$ cat config.mk
export PLATFORM = sky130hd
export DESIGN_NAME = hazard_ctrl
export DESIGN_NICKNAME = d
export VERILOG_FILES = /design/src/rtl/hazard_ctrl.sv
export SDC_FILE = /design/constraint.sdc
export NUM_CORES = 1
export LEC_CHECK = 0
export CAP_MARGIN = 5
export CORE_MARGIN = 2
export CORE_UTILIZATION = 38
export DETAILED_ROUTE_END_ITERATION = 8
export PLACE_DENSITY_LB_ADDON = 0.3
export SLEW_MARGIN = 10
export SYNTH_ARGS = -nofsm -noshare
export SYNTH_HDL_FRONTEND = slang
export SYNTH_SLANG_ARGS = --single-unit
$ cat constraint.sdc
create_clock -name clk -period 1.5 [get_ports clk]
set_clock_uncertainty 0.05 [all_clocks]
set_input_delay 0.3 -clock clk [delete_from_list [all_inputs] [get_ports clk]]
set_output_delay 0.3 -clock clk [all_outputs]
set_load 0.05 [all_outputs]
$ cat src/rtl/hazard_ctrl.sv
// hazard_ctrl: load-use stall, branch/jump flush and optional debug halt/step sequencing (debug under HAZARD_DBG_EN)
module hazard_ctrl #(
    parameter int LOAD_STALL_CYC = 1,
    parameter int CNT_W          = 16
) (
    input  logic             clk,
    input  logic             rst,
    input  logic [4:0]       RsAddr_id,
    input  logic [4:0]       RtAddr_id,
    input  logic             RsRead_id,
    input  logic             RtRead_id,
    input  logic             Jump_id,
    input  logic             MemRead_ex,
    input  logic [4:0]       RegWriteAddr_ex,
    input  logic             BranchTaken_ex,
    input  logic             dbg_halt,
    input  logic             dbg_run,
    input  logic             dbg_step,
    output logic             PCWrite,
    output logic             IFIDWrite,
    output logic             IFIDFlush,
    output logic             IDEXFlush,
    output logic             PipeEn,
    output logic             Halted,
    output logic [CNT_W-1:0] AdvCnt
);
    typedef enum logic [1:0] {RUN, LSTALL, HALT, STEP} state_t;
    localparam bit         MULTI     = (LOAD_STALL_CYC > 1);
    localparam logic [1:0] SCNT_INIT = 2'(LOAD_STALL_CYC - 2);
    state_t           state_q, state_d;
    logic [1:0]       scnt_q, scnt_d;
    logic             halt_pend_q, halt_pend_d;
    logic [CNT_W-1:0] adv_cnt_q, adv_cnt_d;
    logic             halt_req, run_req, step_req, hazard, hp;
`ifdef HAZARD_DBG_EN
    assign halt_req = dbg_halt;
    assign run_req  = dbg_run;
    assign step_req = dbg_step;
`else
    logic unused_dbg;
    assign unused_dbg = dbg_halt ^ dbg_run ^ dbg_step;
    assign halt_req   = 1'b0;
    assign run_req    = 1'b0;
    assign step_req   = 1'b0;
`endif
    assign hazard = MemRead_ex && RegWriteAddr_ex != 5'd0 &&
                    ((RsRead_id && RsAddr_id == RegWriteAddr_ex) ||
                     (RtRead_id && RtAddr_id == RegWriteAddr_ex));
    assign hp     = halt_pend_q | halt_req;
    assign Halted = (state_q == HALT);
    assign AdvCnt = adv_cnt_q;
    // Strobe priority (branch > hazard > jump) and next-state sequencing
    always_comb begin
        state_d     = state_q;
        scnt_d      = scnt_q;
        halt_pend_d = halt_pend_q;
        PCWrite     = 1'b1;
        IFIDWrite   = 1'b1;
        IFIDFlush   = 1'b0;
        IDEXFlush   = 1'b0;
        PipeEn      = 1'b1;
        case (state_q)
            RUN, STEP: begin
                if (BranchTaken_ex) begin
                    IFIDFlush = 1'b1;
                    IDEXFlush = 1'b1;
                end else if (hazard) begin
                    PCWrite   = 1'b0;
                    IFIDWrite = 1'b0;
                    IDEXFlush = 1'b1;
                end else if (Jump_id) begin
                    IFIDFlush = 1'b1;
                end
                if (!BranchTaken_ex && hazard && MULTI) begin
                    state_d     = LSTALL;
                    scnt_d      = SCNT_INIT;
                    halt_pend_d = (state_q == STEP) | halt_req;
                end else begin
                    state_d = (state_q == STEP || halt_req) ? HALT : RUN;
                end
            end
            LSTALL: begin
                PCWrite   = BranchTaken_ex;
                IFIDWrite = BranchTaken_ex;
                IFIDFlush = BranchTaken_ex;
                IDEXFlush = 1'b1;
                if (BranchTaken_ex || scnt_q == 2'd0) begin
                    state_d     = hp ? HALT : RUN;
                    scnt_d      = 2'd0;
                    halt_pend_d = 1'b0;
                end else begin
                    scnt_d      = scnt_q - 2'd1;
                    halt_pend_d = hp;
                end
            end
            default: begin
                PipeEn    = 1'b0;
                PCWrite   = 1'b0;
                IFIDWrite = 1'b0;
                state_d   = step_req ? STEP : (run_req && !halt_req) ? RUN : HALT;
            end
        endcase
        adv_cnt_d = adv_cnt_q + {{(CNT_W-1){1'b0}}, PipeEn & PCWrite};
    end
    // State, stall counter, pending halt and advance counter registers
    always_ff @(posedge clk or posedge rst) begin
        if (rst) begin
            state_q     <= RUN;
            scnt_q      <= 2'd0;
            halt_pend_q <= 1'b0;
            adv_cnt_q   <= '0;
        end else begin
            state_q     <= state_d;
            scnt_q      <= scnt_d;
            halt_pend_q <= halt_pend_d;
            adv_cnt_q   <= adv_cnt_d;
        end
    end
endmodule
Yosys cells after proc, flatten, opt, wreduce, memory -nomap -nowiden --
Cells that the tools add are included.
Operators by class: add/sub/neg operators 2, eq/ne operators 6, multiplexer cells 15, bitwise logic cells 1, reductions and logical operators 11
Operator list (number):
- adder 16 x 1 -> 16 bit | 1
- == test 5 bit | 2
- two-way mux 1 bit | 8
- two-way mux 2 bit | 3
- case mux 1 bit (2 select lines) | 3
- nonzero test 5 bit | 1
- == test 2 bit, second input constant | 2
- logical AND 1 bit | 4
- logical NOT 2 bit | 2
- case mux 2 bit (2 select lines) | 1
- OR reduction 3 bit | 1
- == test 2 x 1 -> 1 bit, second input constant | 1
- logical OR 1 bit | 2
- != test 2 bit, second input constant | 1
- OR reduction 2 bit | 1
- subtractor 2 x 1 -> 2 bit, second input constant | 1
- bitwise AND 1 bit | 1
Word-level totals: register bits after elaboration 20, input bits 25, output and inout port bits 22, logic and storage cells 38

Depth between registers and ports, before layout --
Gate-level depths: netlist of run 1.
depth after elaboration 9, depth in mapped cells 9, gate-level depth less buffers 9

Worst setup path before layout of run 1 --
No wires, ideal clock.
path type input -> register, start in RegWriteAddr_ex[0], end reg adv_cnt_q[14] (netlist: AdvCnt[14]), library setup time 0.144 ns, arrival time 2.070 ns, data required time 1.306 ns, slack -0.764 ns, stages 9, buffers on the path 0, cell sequence xnor2_1 -> nand4_1 -> o22ai_1 -> nand2_1 -> ha_1 -> ha_1 -> nand4_1 -> nor2_1 -> xor2_1
Between the ends: longest elaborated chain between the ends 9, elaborated cells on any way between the ends 13, classes of those cells add/sub: 1; eq/ne: 2; mux: 3; bitwise: 1; reduce/logical: 6
Ends and longest elaborated chain:
- from (decl) | RTL line 14 | input logic [4:0] RegWriteAddr_ex,
- == test 5 bit (on tied branches) | RTL line 47, 48
- logical AND 1 bit (on tied branches) | RTL line 47, 48
- logical OR 1 bit | RTL line 47 | ((RsRead_id && RsAddr_id == RegWriteAddr_ex) ||
- logical AND 1 bit (*) | RTL line 46 | assign hazard = MemRead_ex && RegWriteAddr_ex != 5'd0 &&
- two-way mux 1 bit (*) (2 in series)
- case mux 1 bit (2 select lines) (*)
- net IFIDWrite | RTL line 20 | output logic IFIDWrite,
- bitwise AND 1 bit (*) | RTL line 103 | adv_cnt_d = adv_cnt_q + {{(CNT_W-1){1'b0}}, PipeEn & PCWrite};
- adder 16 x 1 -> 16 bit (*) | RTL line 103
- net adv_cnt_d[14] | RTL line 33 | logic [CNT_W-1:0] adv_cnt_q, adv_cnt_d;
- to (signal assigned) | RTL line 116 | adv_cnt_q <= adv_cnt_d;
- to (decl) | RTL line 33
The timed path passes the listed nets; every way through them passes the cells marked *. A chain may end at the register's enable or synchronous reset.

Final worst setup path of run 1 --
start in RsAddr_id[2], end reg adv_cnt_q[10] (netlist: AdvCnt[10])
Between the ends: longest elaborated chain between the ends 9
Ends and longest elaborated chain:
- from (decl) | RTL line 8 | input logic [4:0] RsAddr_id,
- == test 5 bit | RTL line 47
- logical AND 1 bit | RTL line 47
- logical OR 1 bit | RTL line 47
- logical AND 1 bit | RTL line 46
- two-way mux 1 bit | RTL line 67 | end else if (hazard) begin
- two-way mux 1 bit | RTL line 64 | if (BranchTaken_ex) begin
- case mux 1 bit (2 select lines) | RTL line 62 | case (state_q)
- bitwise AND 1 bit | RTL line 103
- adder 16 x 1 -> 16 bit | RTL line 103
- net adv_cnt_d[10] | RTL line 33
The timed path passes the listed nets, and every way through them passes these cells.

==> results of run 1 <==
placed cells by master (no fill, tap or decap), types with 3 or more instances in the layout:
| cell type | count |
|---|---|
| sky130_fd_sc_hd__buf_12 | 21 |
| sky130_fd_sc_hd__buf_6 | 18 |
| sky130_fd_sc_hd__dfrtp_1 | 15 |
| sky130_fd_sc_hd__buf_4 | 15 |
| sky130_fd_sc_hd__xnor2_2 | 13 |
| sky130_fd_sc_hd__nand4_1 | 7 |
| sky130_fd_sc_hd__xnor2_1 | 7 |
| sky130_fd_sc_hd__nand2_1 | 5 |
| sky130_fd_sc_hd__dlygate4sd2_1 | 4 |
| sky130_fd_sc_hd__xor2_1 | 3 |
| sky130_fd_sc_hd__clkbuf_4 | 3 |
layout make-up:
type	count	area (um2)
Multi-Input combinational cell	62	676
Fill cell	65	171
Tap cell	28	35.0
Inverter	2	7.51
Sequential cell	16	402
Clock buffer	4	36.3
Timing Repair Buffer	65	842
cells by family after synthesis:
family                     synth area share
xor gates and xnor gates              0.243
buffers and inverters                0.0435
DFF                                   0.464
and+or+nand+nor                       0.188
adders and majority gates            0.0290
AOI/OAI and AO/OA                    0.0232
other                               0.00870
worst min-delay path by stage:
stage,startpoint,endpoint
finish,rst,AdvCnt[1]
global route,rst,AdvCnt[4]
floorplan,rst,AdvCnt[0]
detailed placement,AdvCnt[15],AdvCnt[15]
CTS,rst,AdvCnt[2]
global placement,AdvCnt[15],AdvCnt[15]
what timing repair did:
| action | in CTS | in global routing |
|---|---|---|
| setup endpoints to repair | 20 | 19 |
| setup buffers | 3 | 4 |
| cloned | 0 | 0 |
| pin swaps | 26 | 18 |
| gates resized for setup | 99 | 20 |
stage by stage:
stage	setup slack (ns)	hold WS (ns)	total power [W]	TNS, ns	cells
2_1_floorplan	-0.377	0.164	0.00132	-3.13	84
3_3_place_gp	-0.862	0.465	0.00218	-14.39	168
3_5_place_dp	-0.941	0.477	0.00222	-15.71	168
4_1_cts	-0.226	0.247	0.00263	-1.98	174
5_1_grt	-0.438	0.263	0.00306	-5.70	177
6_report	-0.398	0.240	0.00300	-5.03	177
per-layer routing:
layer | up-vias | part of all wire
met1 | 464 | 0.36
met5 | - | 0
met2 | 68 | 0.54
met3 | 16 | 0.061
met4 | 0 | 0.044
li1 | 407 | -
worst max-delay path, stage by stage:
cell and delay (ns):
sky130_fd_sc_hd__clkdlybuf4s15_2 0.19, sky130_fd_sc_hd__xnor2_1 0.25, sky130_fd_sc_hd__nand2_2 0.11, sky130_fd_sc_hd__o22ai_4 0.18, sky130_fd_sc_hd__buf_12 0.14, sky130_fd_sc_hd__nand2_8 0.05
sky130_fd_sc_hd__ha_4 0.19, sky130_fd_sc_hd__ha_4 0.18, sky130_fd_sc_hd__nand4_1 0.21, sky130_fd_sc_hd__buf_4 0.18, sky130_fd_sc_hd__xnor2_2 0.11
power breakdown:
part	internal, W	leakage (nW)	total [W]	switching [W]
Combinational	0.000992	0.693	0.00201	0.00102
Clock	0.000148	0.0210	0.000326	0.000178
Sequential	0.000544	0.209	0.000659	0.000115
Total	0.00168	0.923	0.00300	0.00131
==> results.md, run 1 <==
GRT:
- For this run, global-route usage on met3 was measured as 0.0517.
- The via count of the first global-routing pass was 1,006.
- The total grt overflow is 0.
- The number of antenna violations at the first check in global routing is 0.
- In the global route stage, met1 resource usage came out at 0.283.
- The first-pass GRT wire length is 4.81 mm.
- In this run the most used layer during global routing was met2.
- In the global route stage, met2 resource usage came out at 0.466.
- The global routing usage summed across all routing layers is 0.256.
- Entering global routing, the biggest net connects 17 pins.

Clocking:
- The cell sitting at the root of the clock tree is a sky130_fd_sc_hd__clkbuf_4.
- The number of buffers on the longest clock path is 2.
- TritonCTS created 3 clock buffers.
- Buffers inserted to repair hold after CTS numbered 0.
- CTS built an H-tree with a depth of 1.
- The clock edge transition at the registers on the reported setup and hold paths is approximately 0.13 ns.
- TritonCTS built the clock tree.
- The total clock sinks is 16.
- The clock insertion delay at the later pin of the skew report is 0.31 ns.

Finish:
- The flip-flop count of the largest register after layout is 16.
- Of the cells placed in the final design, the portion with a size suffix greater than 1 is 0.638.
- With fillers left out, the area of the finished cells amounts to 2000 um2.
- The post-layout utilization of the core is 0.921.
- The number of antenna diodes is 0.
- The area growth from synthesis to layout is 131%.
- The final net count is 177.

Die:
- Measured along the y axis, the die boundary spans 51.7 um.
- The die area is approximately 2700 um2.
- The core area is 2170 um2.
- The total number of placement rows is 17.
- The number of top-level pins is 47.
- The initial utilization of the core area, before any placement, comes to 0.398.
- The overall die width is about 52 um.

Placement:
- Detailed placement ended at an HPWL of between 2 and 2.5 mm.
- Buffers placed on the I/O ports in this run total 41.
- The area of placed instances is 1700 um2.
- The routability-driven placement congestion ratio is approximately 0.78.

Setup path:
- The setup slack on the worst flop-to-flop path is -0.12 ns.
- In this run the critical register-to-register path is captured at AdvCnt[10].
- The signal arrival time at the worst endpoint is 2.09 ns.
- The worst flop-to-flop path startpoint is AdvCnt[3].
- The nature of the critical path startpoint is an input pin.
- By startpoint and endpoint, the worst setup path is classified as input pin to register.
- In this run the worst setup path begins at RsAddr_id[2].
- The logic depth of the worst register-to-register path is 4.
- Following the worst setup path forward leads to its endpoint at AdvCnt[10].
- At the worst endpoint, the required time is 1.69 ns.
- STA classifies the critical path endpoint as a register.
- The biggest fanout along the worst timing path is 4.

Route:
- For this block, the via count after detailed routing is around 960.
- For this block, the initial DRC count from the detailed router was 35.
- For this block, the routed nets add up to ~4.2 mm of wire.
- The remaining antenna violation count after routing is 0.
- After detailed routing, the number of vias per cell comes to 5.40.
- The first-pass detailed-route iteration total is 4.
- After detailed routing, the number of remaining DRC violations is 0.
- After detailed routing, the average wire length per cell comes to 23.7 um.

Yosys:
- Yosys printed 0 warnings.
- After synthesis, the most frequently instantiated cells are sky130_fd_sc_hd__xnor2_1 (20), sky130_fd_sc_hd__dfrtp_1 (16), sky130_fd_sc_hd__nand2_1 (10), sky130_fd_sc_hd__nand4_1 (7), sky130_fd_sc_hd__nor2_1 (5).
- Synthesis inferred 16 register bits.
- Among all cell types in the netlist, the one instantiated most often is sky130_fd_sc_hd__xnor2_1.
- Averaged over all synthesized cells, the footprint is 10.3 um2.
- After synthesis, the netlist uses 19 different library cells.
- The top cell type's share of synthesized area is 0.464.
- Of the synthesized area, sequential elements account for 0.464.
- Synthesis produced a netlist whose cell count is 84.
- The most used flip-flop cell after synthesis is sky130_fd_sc_hd__dfrtp_1.
- The post-synth design cell area is 863 um2.
- Yosys attributes the largest share of cell area to sky130_fd_sc_hd__dfrtp_1 (46%), sky130_fd_sc_hd__xnor2_1 (20%), sky130_fd_sc_hd__nand4_1 (5.1%).
- The number of enable-type register cells in the synthesized netlist is 0.
- The number of nets in the synthesized netlist is approximately 110.
- The cell accounting for the most synthesized area is sky130_fd_sc_hd__dfrtp_1.
- The share of flip-flops with an asynchronous set or reset is 1.00.

Timing:
- The worst setup margin is -0.398 ns.
- After layout, the minimum clock period comes to 1.90 ns.
- The final clock period utilization by the worst path is 1.27.
- Setup violations remaining at the end of the flow were counted as 18.
- Setup repair after global routing could not meet its margin everywhere.
- The number of endpoints with negative hold slack in the final report is 0.
- The number of slew-limit violations in the final report is 0.
- The fmax is 527 MHz.

Run status:
- The flow ran to the end, but the final reports show violations.
- The final reports fail on setup timing.

Power and ir drop:
- The static power due to leakage is 0.923 nW.
- The power per standard cell area is 1500 nW/um2.
- The maximum vdd ir drop is 0.00129 V.

Job:
- The max-capacitance violation count is 0.

Worst hold path:
- The tightest min-delay check is of the input pin to asynchronous set/reset pin type.
Power figures use the tool's default switching activity.
==> run 2: changes to the inputs <==
==> constraint.sdc (replaced) <==
create_clock -name clk -period 1.5 [get_ports clk]
set_clock_uncertainty 0.05 [all_clocks]
set_input_delay 0.45 -clock clk [delete_from_list [all_inputs] [get_ports clk]]
set_output_delay 0.45 -clock clk [all_outputs]
set_load 0.05 [all_outputs]
==> run 2 against run 1 <==
Net effect:
- the run still ends with setup timing left
- critical path depth stayed put
- combinational power increased by 9%
- fmax decreased by 9.5%
- clock power fell by 26%
- first-iteration DRC count down 46%
- register-to-register slack lost 0.02 ns
- via count increased by 2.4%
- die area stayed put
- sequential power fell by 2%
- flip-flop and latch count stayed put
- total power increased by 2.6%
- critical path type unchanged
==> results.md, run 2 (same netlist as run 1, synthesis figures left out) <==
Setup path:
- For this run, the slowest stage of the critical path takes 0.30 ns.
- Along the worst path, the maximum fanout reaches 4.
- The endpoint identified for the worst register-to-register timing path is AdvCnt[10].
- The worst register-to-register path begins at AdvCnt[0].
- The type of element capturing the critical path is a register.
- The critical path is of the input pin to register type.
- The cell with the biggest individual delay on the critical path is sky130_fd_sc_hd__o22ai_4.
- Data on the critical path is required at its endpoint by 1.64 ns.
- The nature of the critical path startpoint is an input pin.
- The setup slack on the worst flop-to-flop path is -0.14 ns.
- The critical path goes through buf_6 -> xnor2_2 -> nand4_1 -> o22ai_4 -> nand2_8 -> buf_6 -> ha_4 -> ha_4 -> nand4_1 -> nor2_1 -> xor2_1.
- The worst register-to-register path has a depth of 6.
- At the worst endpoint, the arrival time is 2.23 ns.

Clocking:
- The number of buffers on the longest clock path is 2.
- The clock reaches the later pin of the worst-skew pair after 0.31 ns.
- The number of CTS-inserted buffers is 3.
- The total clock sinks is 16.
- After clock tree synthesis, the clock-pin slew on the worst setup and hold paths is about 0.1 ns.
- The tree is rooted in a sky130_fd_sc_hd__clkbuf_4.
- In this run the number of H-tree levels came out at 1.
- The CTS tree is yes.

Finish:
- In the final layout, the share of cells above drive strength 1 is 0.641.
- The leading cell type in the layout, fill and taps excluded is sky130_fd_sc_hd__buf_6.
- Measured on the finished design, the core utilization comes to 0.923.
- In the layout the commonest cells are sky130_fd_sc_hd__buf_6 (24), sky130_fd_sc_hd__buf_12 (20), sky130_fd_sc_hd__dfrtp_1 (14).
- The final net count is 182.
- The flip-flop count of the largest register after layout is 16.
- The post-synthesis to final-layout area growth is 132%.
- The number of antenna diodes is 0.

GRT:
- Entering global routing, the biggest net connects 17 pins.
- The number of antenna violations at the first check in global routing is 0.
- The total grt overflow is 0.
- The first global-routing pass estimated 4.86 mm of wire.
- The global routing usage summed across all routing layers is 0.259.
- The via count of the first global-routing pass is 1,022.

Power and ir drop:
- The internal power is between 0.0015 and 0.002 W.
- The maximum vdd ir drop is between 0.001 and 0.0015 V.
- The net switching power is 0.00131 W.
- The share of total power dissipated in combinational logic is 0.712.
- The switching share of power is 0.427.
- Of the total power, registers draw 0.210.
- The power share of the clock group is 0.078.
- The power per standard cell area is 1540 nW/um2.
- The analysis attributes to cell leakage a power of 0.933 nW.
- The final total power is about 0.0031 W.

Die:
- The number of top-level pins is 47.
- The core area is approximately 2200 um2.
- The initial utilization of the core area, before any placement, comes to 0.398.
- The die covers 2670 um2.
- The total number of placement rows is 17.
- The die span in y is around 52 um.
- From left edge to right edge, the die measures 51.7 um.

Timing:
- The count of final setup violators is 21.
- Setup repair after global routing could not meet its margin everywhere.
- The fmax is about 480 MHz.
- The post-route setup TNS is -8.59 ns.
- The worst-case hold slack is 0.403 ns.
- The number of slew-limit violations in the final report is 0.
- The worst setup margin is -0.596 ns.
- In the finished design, the share of the clock period the worst path needs comes to 1.40.
- The number of endpoints with negative hold slack in the final report is 0.
- Counting I/O delays and the setup requirement, the final critical path takes 2.10 ns.

Job:
- The tool flagged a number of max-cap violations equal to 0.

Placement:
- The count of buffers inserted at the top-level ports is 41.
- The routability-driven placement congestion ratio is 0.753.
- The post-placement worst setup slack is -1.12 ns.
- After legalization and detailed placement, the total HPWL measured 2.02 mm.

Route:
- The detail-routed net length per standard cell is 22.5 um.
- In the routed design, unresolved DRC markers number 0.
- For this run, the detailed router's first-pass iteration total came to 6.
- The first routing iteration left 19 violations.
- Using the TritonRoute via totals, the vias-per-cell ratio works out to 5.40.
- For this block, the via count after detailed routing is 978.
- The total routed wirelength is 4.07 mm.
- The remaining antenna violation count after routing is 0.

Run status:
- The flow ran to the end, but the final reports show violations.
- The checks that failed: setup timing.

Worst hold path:
- The path category of the worst min-delay check is input pin to asynchronous set/reset pin.
[run 2: critical path: cells and delay by family]
kind                     cells  cell delay (ns)
AND/OR/NAND/NOR              4             0.54
adder cells (fa/ha/maj)      2             0.37
XOR/XNOR                     2             0.34
AO/OA/AOI/OAI                1             0.30
buffers and inverters        2             0.23
[run 2: power by group through the flow]
stage / combinational (W) / clock [W] / sequential [W]
after global routing: 0.00225 / 0.000260 / 0.000647
final: 0.00219 / 0.000241 / 0.000645
after detailed placement: 0.00161 / 0 / 0.000629
after CTS: 0.00179 / 0.000229 / 0.000608
after floorplan: 0.000281 / 0 / 0.00104
after global placement: 0.00157 / 0 / 0.000620
[run 2: metal layers]
layer  vias to the layer above  track usage  routed length [um]
met3                        19       0.0661                 198
li1                        419            -                   -
met1                       486        0.259                1420
met2                        54        0.509                2280
met4                         0       0.0921                 167
met5                         -            0                   0
[run 2: repair_timing]
| item | CTS | global route |
|---|---|---|
| gates resized for setup | 96 | 25 |
| endpoints found under the hold margin | 0 | 0 |
| endpoints found under the setup margin | 22 | 27 |
| hold buffers | 0 | 0 |
| setup buffers | 6 | 8 |
| pin swaps | 31 | 13 |
[run 2: how the worst max path moves through the flow]
stage                 end  depth (start not counted)               start  slack, ns
2_1_floorplan  AdvCnt[15]                          9  RegWriteAddr_ex[4]      -0.53
3_3_place_gp   AdvCnt[12]                         10  RegWriteAddr_ex[1]      -1.05
3_5_place_dp   AdvCnt[10]                         10  RegWriteAddr_ex[4]      -1.12
4_1_cts         IFIDFlush                          7        RtAddr_id[0]      -0.48
5_1_grt        AdvCnt[14]                         11        RsAddr_id[4]      -0.66
6_report       AdvCnt[14]                         11        RtAddr_id[1]      -0.60
[run 2: cell type report]
| type | count | area, um2 |
|---|---|---|
| Clock buffer | 3 | 22.5 |
| Multi-Input combinational cell | 62 | 656 |
| Tap cell | 28 | 35.0 |
| Fill cell | 65 | 168 |
| Inverter | 2 | 7.51 |
| Sequential cell | 16 | 403 |
| Timing Repair Buffer | 70 | 878 |
[run 2: metrics by stage]
stage | cells | area (um2)
global placement | 168 | 1700
floorplan | 84 | 946
finish | 181 | 2000
CTS | 176 | 1850
global route | 181 | 2000
detailed placement | 168 | 1700
